==> src/rtl/lsio_timer_alarm.sv <==
// Alarm stage behind the LSIO ms timer: compares the ms count against a
// programmable compare value and raises a registered level interrupt.
module lsio_timer_alarm #(
   parameter logic [31:0] CMP_RESET    = 32'h0000_0000,
   parameter logic [31:0] PERIOD_RESET = 32'h0000_0000
) (
   input  logic        clk_i,
   input  logic        rst_i,
   input  logic [31:0] time_i,
   input  logic        tick_i,
   input  logic        req_i,
   input  logic        we_i,
   input  logic [3:0]  addr_i,
   input  logic [31:0] wdata_i,
   output logic        ack_o,
   output logic [31:0] rdata_o,
   output logic        irq_o
);

   localparam logic [1:0] ADDR_TIME   = 2'd0;
   localparam logic [1:0] ADDR_CMP    = 2'd1;
   localparam logic [1:0] ADDR_PERIOD = 2'd2;
   localparam logic [1:0] ADDR_CTRL   = 2'd3;

   logic [31:0] cmp_q, cmp_d;
   logic [31:0] period_q, period_d;
   logic        en_q, en_d;
   logic        periodic_q, periodic_d;
   logic        irq_en_q, irq_en_d;
   logic        pend_q, pend_d;
   logic        ovr_q, ovr_d;
   logic        tick_q;
   logic        ack_q;
   logic [31:0] rdata_q, rdata_d;
   logic        irq_q, irq_d;

   logic        wr_cmp, wr_period, wr_ctrl;
   logic        clr_pend, clr_ovr;
   logic        fire;
   logic [31:0] delta;
   logic [31:0] ctrl_view;
   logic [31:0] rd_sel;

   // Next-state evaluation: bus decode, compare, and collision priorities
   always_comb begin
      wr_cmp    = req_i & we_i & (addr_i[3:2] == ADDR_CMP);
      wr_period = req_i & we_i & (addr_i[3:2] == ADDR_PERIOD);
      wr_ctrl   = req_i & we_i & (addr_i[3:2] == ADDR_CTRL);
      clr_pend  = wr_ctrl & wdata_i[8];
      clr_ovr   = wr_ctrl & wdata_i[9];

      // Sign bit of the difference gives a wrap-safe "time has reached CMP"
      delta = time_i - cmp_q;
      fire  = tick_q & en_q & ~delta[31];

      ctrl_view = {22'd0, ovr_q, pend_q, 5'd0, irq_en_q, periodic_q, en_q};

      if (wr_cmp) begin
         cmp_d = wdata_i;
      end else if (fire & periodic_q & (period_q != 32'd0)) begin
         cmp_d = cmp_q + period_q;
      end else begin
         cmp_d = cmp_q;
      end

      if (wr_period) begin
         period_d = wdata_i;
      end else begin
         period_d = period_q;
      end

      if (wr_ctrl) begin
         en_d       = wdata_i[0];
         periodic_d = wdata_i[1];
         irq_en_d   = wdata_i[2];
      end else if (fire & (~periodic_q | (period_q == 32'd0))) begin
         en_d       = 1'b0;
         periodic_d = periodic_q;
         irq_en_d   = irq_en_q;
      end else begin
         en_d       = en_q;
         periodic_d = periodic_q;
         irq_en_d   = irq_en_q;
      end

      if (fire) begin
         pend_d = 1'b1;
      end else if (clr_pend) begin
         pend_d = 1'b0;
      end else begin
         pend_d = pend_q;
      end

      // A fire on top of an uncleared event is an overrun; a same-cycle W1C absorbs it
      if (fire & pend_q & ~clr_pend) begin
         ovr_d = 1'b1;
      end else if (clr_ovr) begin
         ovr_d = 1'b0;
      end else begin
         ovr_d = ovr_q;
      end

      irq_d = pend_d & irq_en_d;

      case (addr_i[3:2])
         ADDR_TIME:   rd_sel = time_i;
         ADDR_CMP:    rd_sel = cmp_q;
         ADDR_PERIOD: rd_sel = period_q;
         ADDR_CTRL:   rd_sel = ctrl_view;
         default:     rd_sel = 32'd0;
      endcase

      if (req_i & ~we_i) begin
         rdata_d = rd_sel;
      end else begin
         rdata_d = 32'd0;
      end
   end

   // State and registered outputs
   always_ff @(posedge clk_i or posedge rst_i) begin
      if (rst_i) begin
         cmp_q      <= CMP_RESET;
         period_q   <= PERIOD_RESET;
         en_q       <= 1'b0;
         periodic_q <= 1'b0;
         irq_en_q   <= 1'b0;
         pend_q     <= 1'b0;
         ovr_q      <= 1'b0;
         tick_q     <= 1'b0;
         ack_q      <= 1'b0;
         rdata_q    <= 32'd0;
         irq_q      <= 1'b0;
      end else begin
         cmp_q      <= cmp_d;
         period_q   <= period_d;
         en_q       <= en_d;
         periodic_q <= periodic_d;
         irq_en_q   <= irq_en_d;
         pend_q     <= pend_d;
         ovr_q      <= ovr_d;
         tick_q     <= tick_i;
         ack_q      <= req_i;
         rdata_q    <= rdata_d;
         irq_q      <= irq_d;
      end
   end

   assign ack_o   = ack_q;
   assign rdata_o = rdata_q;
   assign irq_o   = irq_q;

endmodule

==> config.mk <==
export PLATFORM = sky130hd
export DESIGN_NAME = lsio_timer_alarm
export DESIGN_NICKNAME = d
export VERILOG_FILES = /design/src/rtl/lsio_timer_alarm.sv
export SDC_FILE = /design/constraint.sdc
export NUM_CORES = 1
export LEC_CHECK = 0
export BUFFER_PORTS_ARGS = -buffer_cell sky130_fd_sc_hd__clkbuf_2
export CORE_MARGIN = 1
export CORE_UTILIZATION = 50
export CTS_CLUSTER_SIZE = 14
export DETAILED_ROUTE_END_ITERATION = 16
export PLACE_DENSITY = 0.71
export SYNTH_ARGS = -nofsm -noshare
export SYNTH_HDL_FRONTEND = slang
export SYNTH_SLANG_ARGS = --single-unit
==> constraint.sdc <==
create_clock -name clk_i -period 5.9 [get_ports clk_i]
set_input_delay 0.295 -clock clk_i [delete_from_list [all_inputs] [get_ports clk_i]]
set_output_delay 0.295 -clock clk_i [all_outputs]
set_load 0.01 [all_outputs]
==> impl_results.md <==
- Status: finished with violations
- Failing checks: hold timing
- Worst path cell trace: inv_1 > ha_1 > a21o_1 > a21o_1 > a21oi_1 > o221a_1 > o211ai_2 > xor2_1 > nand4_1 > or4_1 > a31oi_1
- Crit-path max cell delay: between 0.5 and 0.6 ns
- Gate Count Post-Synth: 780
- Number of global-route vias before repair: 5920
- Data required time at the worst endpoint: just over 6 ns
- CTS tree: done
- Total grt overflow: 0
- Worst slew pin tran: 0.894 ns
- H-tree depth: 3
- Share of flip-flops with an asynchronous set or reset: between 90% and 100%
- # hold bufs at CTS: 0
- Syn-to-layout area delta: 13.5%
- Final Hold Fails: 31
- Antenna-violating nets left: 0
- Slew margin rel.: approximately 40%
- Clock Sink Count: about 100
- Storage element area: between 2000 and 3000 um^2
- Avg Cell Area, Syn: 9.12 um^2
- CTS Buf Count: 9
- Chip width: 121 um
- Largest fanout on the critical path: 5
- Clock Tree Root: clkbuf_16
- RSZ-0062 raised after global routing: false
- Top FF cell, synth: dfrtp_1
- WS Path Type: flip-flop to flip-flop
- Resize count post-CTS: 0
- Worst skew pair latency: around 0.37 ns
- DR iter-0 viols: about 320
- Syn_nets: ~920
- Final Max Tran Viols: 0
- Area of the multi-input gates: between 4000 and 5000 um^2
- Tot GR Track Use: around a quarter
- Nets@finish: ~1000
- Clock tree buffer depth: 2
- Gpl congestion: 0.875
- First-pass GRT wire length: 30000 um
- Share of cells above drive strength 1: roughly a fifth
- Initial Util: between 50% and 60%
- First-pass detailed-route iteration total: 5
- Final Non-Filler Cells: roughly 1100
- Final WL: approximately 18000 um
- Clock Skew: about 0.015 ns
- Core box area: between 10000 and 15000 um^2
- Cell mode on critical path: a21o_1
- WP data arrival: 3.55 ns
- DR vias/cell: 5.72
- Initial antenna violation count: 0
- Hold Crit Class: input port to asynchronous set/reset pin
- Synth warnings: 0
- Post-synth EDFFs: 0
- Post-route DRC: 0
- CTS clk-pin slew, worst paths: approximately 0.070 ns
- Synth Cell Area: 7110 um^2
- FP Rows: between 40 and 50
- Diodes inserted: 0
- Setup Buffers After CTS: 0
- Setup violators final: 0
- Port buffer count: 104
- Synthesized flop and latch total: between 100 and 150
- Vias: 6013
- Die area: 14700 um^2
- Setup crit end kind: flip-flop
- Die H: around 120 um
- # IOs: about 110
- Sequential area share after synthesis: 36.6%
- Slowest CP cell: or4_1
- Largest net degree at the start of global routing: 60
- Filler cell count: 1282
- Final HPWL DP: between 10000 and 15000 um
- Placed insts: around 1000
- Final Cycle Share: 55.6%
- Netlist cell types: between 50 and 60
- R2r setup slk: between 2 and 3 ns
- Pleak: 3.87 nW
- Worst VDD drop: about 180 uV
- Power per cell area: around 440 nW/um^2
- Type of origin of the critical path: flip-flop
- Max_cap viols: 0
- Fin crit period: roughly 3.3 ns
- TNS Setup: 0 ns
- Worst hold slack: -0.0174 ns
- F_max: just over 0.3 GHz
- Drt wl/cell: 17.3 um
-- where the power goes --
group / internal, mW / switching (mW) / leakage, nW
sequential: 0.897 / 0.197 / 1.30
clock: 0.303 / 0.286 / 0.136
combinational: 0.835 / 1.06 / 2.43
total: 2.04 / 1.54 / 3.87
-- path summary, 6_finish.rpt --
| check | start | endpoint | depth (start not counted) |
|---|---|---|---|
| max in group asynchronous | rst_i | period_q[13] | 3 |
| min | rst_i | rdata_o[28] | 2 |
| min in group clk_i | tick_i | tick_q | 1 |
| max | cmp_q[12] | cmp_q[31] | 11 |
| max reg2reg | cmp_q[12] | cmp_q[31] | 11 |
| min reg2reg | irq_en_q | irq_en_q | 1 |
-- worst max-delay path: cells and delay by family, from the launching register on --
family          cells  cell delay, ns
compound gates      6            1.26
simple gates        2            0.94
flops               1            0.39
fa+ha+maj           1            0.29
xor+xnor            1            0.25
buf+inv             1            0.06
-- cell usage after synthesis (2+ instances only) --
cell | n | area share (%)
mux2i_1 | 46 | 6.5
clkbuf_1 | 21 | 1.1
a31oi_1 | 9 | 0.79
mux2_2 | 35 | 5.5
inv_1 | 47 | 2.5
o21a_1 | 5 | 0.53
nand2_1 | 66 | 3.5
o211ai_1 | 7 | 0.74
or2_2 | 2 | 0.18
o21ai_0 | 28 | 2.0
a211oi_1 | 4 | 0.42
nor4_1 | 10 | 0.88
buf_1 | 6 | 0.32
and2_1 | 2 | 0.18
o31ai_1 | 7 | 0.74
nand2b_1 | 6 | 0.53
nor2_1 | 82 | 4.3
nand3_1 | 17 | 1.2
buf_2 | 7 | 0.49
and4_1 | 2 | 0.25
o21bai_1 | 3 | 0.32
a21o_1 | 19 | 2.0
o31a_1 | 2 | 0.25
nor2b_1 | 10 | 0.88
mux4_2 | 5 | 1.6
a21oi_2 | 4 | 0.49
a21oi_1 | 68 | 4.8
dfrtp_1 | 104 | 37
xnor2_1 | 16 | 2.0
nor3_1 | 9 | 0.63
and3_1 | 2 | 0.18
xor2_1 | 8 | 0.99
ha_1 | 61 | 11
o21ai_1 | 27 | 1.9
a221oi_1 | 2 | 0.25
nand4_1 | 9 | 0.79
-- per-stage QoR --
stage / power (mW) / setup slack (ns) / hold slack, ns / util [%] / cell area, um^2
3_5_place_dp: 2.97 / 2.69 / 0.384 / 56.0 / 7780
5_1_grt: 3.89 / 2.40 / 0.0250 / 58.1 / 8070
6_report: 3.57 / 2.62 / -0.0174 / 58.1 / 8070
2_1_floorplan: 2.54 / 2.87 / 0.326 / - / 7110
3_3_place_gp: 2.93 / 2.70 / 0.380 / 56.0 / 7780
4_1_cts: 3.58 / 2.65 / 0.000463 / 58.1 / 8070
-- flip-flops by register name, summed over array words and instances, names as in the netlist --
name,count
cmp_q,32
period_q,32
rdata_o,32
ack_o,1
en_q,1
irq_en_q,1
irq_o,1
ovr_q,1
pend_q,1
periodic_q,1
tick_q,1
-- cell usage in the layout (no fill, tap or decap), drive strengths merged, types with 16 or more instances in the layout --
master / n
a21o: 19
a21oi: 72
clkbuf: 114
dfrtp: 104
ha: 61
inv: 50
mux2: 35
mux2i: 46
nand2: 66
nand3: 17
nor2: 82
o21ai: 55
xnor2: 16
-- routing by layer --
| layer | share of wire, % | routed length [um] | GRT usage (%) |
|---|---|---|---|
| met4 | 1.8 | 324 | 7.95 |
| met5 | 0 | 0 | 0 |
| met3 | 3.8 | 690 | 5.22 |
| met2 | 50 | 9030 | 45.5 |
| met1 | 45 | 8130 | 34.1 |
-- kinds of logic (layout without fill, tap and decap cells) --
group                      after synthesis  after routing  synth area share (%)
xor gates and xnor gates                24             24                  2.96
muxes                                   86             86                  13.6
and+or+nand+nor                        223            223                  14.1
AOI/OAI and AO/OA                      199            199                  17.1
adders and majority gates               62             62                  11.0
buffers and inverters                   82            174                  4.56
DFF                                    104            104                  36.6
-- layout make-up --
type / count / share of cell area, %
clock buffer: 10 / 2.96
timing repair buffer: 111 / 7.10
multi-input combinational: 594 / 52.1
tap: 180 / 2.79
sequential: 104 / 32.3
inverter: 47 / 2.22
clock inverter: 6 / 0.620
Note: power is estimated with default switching activity, not from simulation.
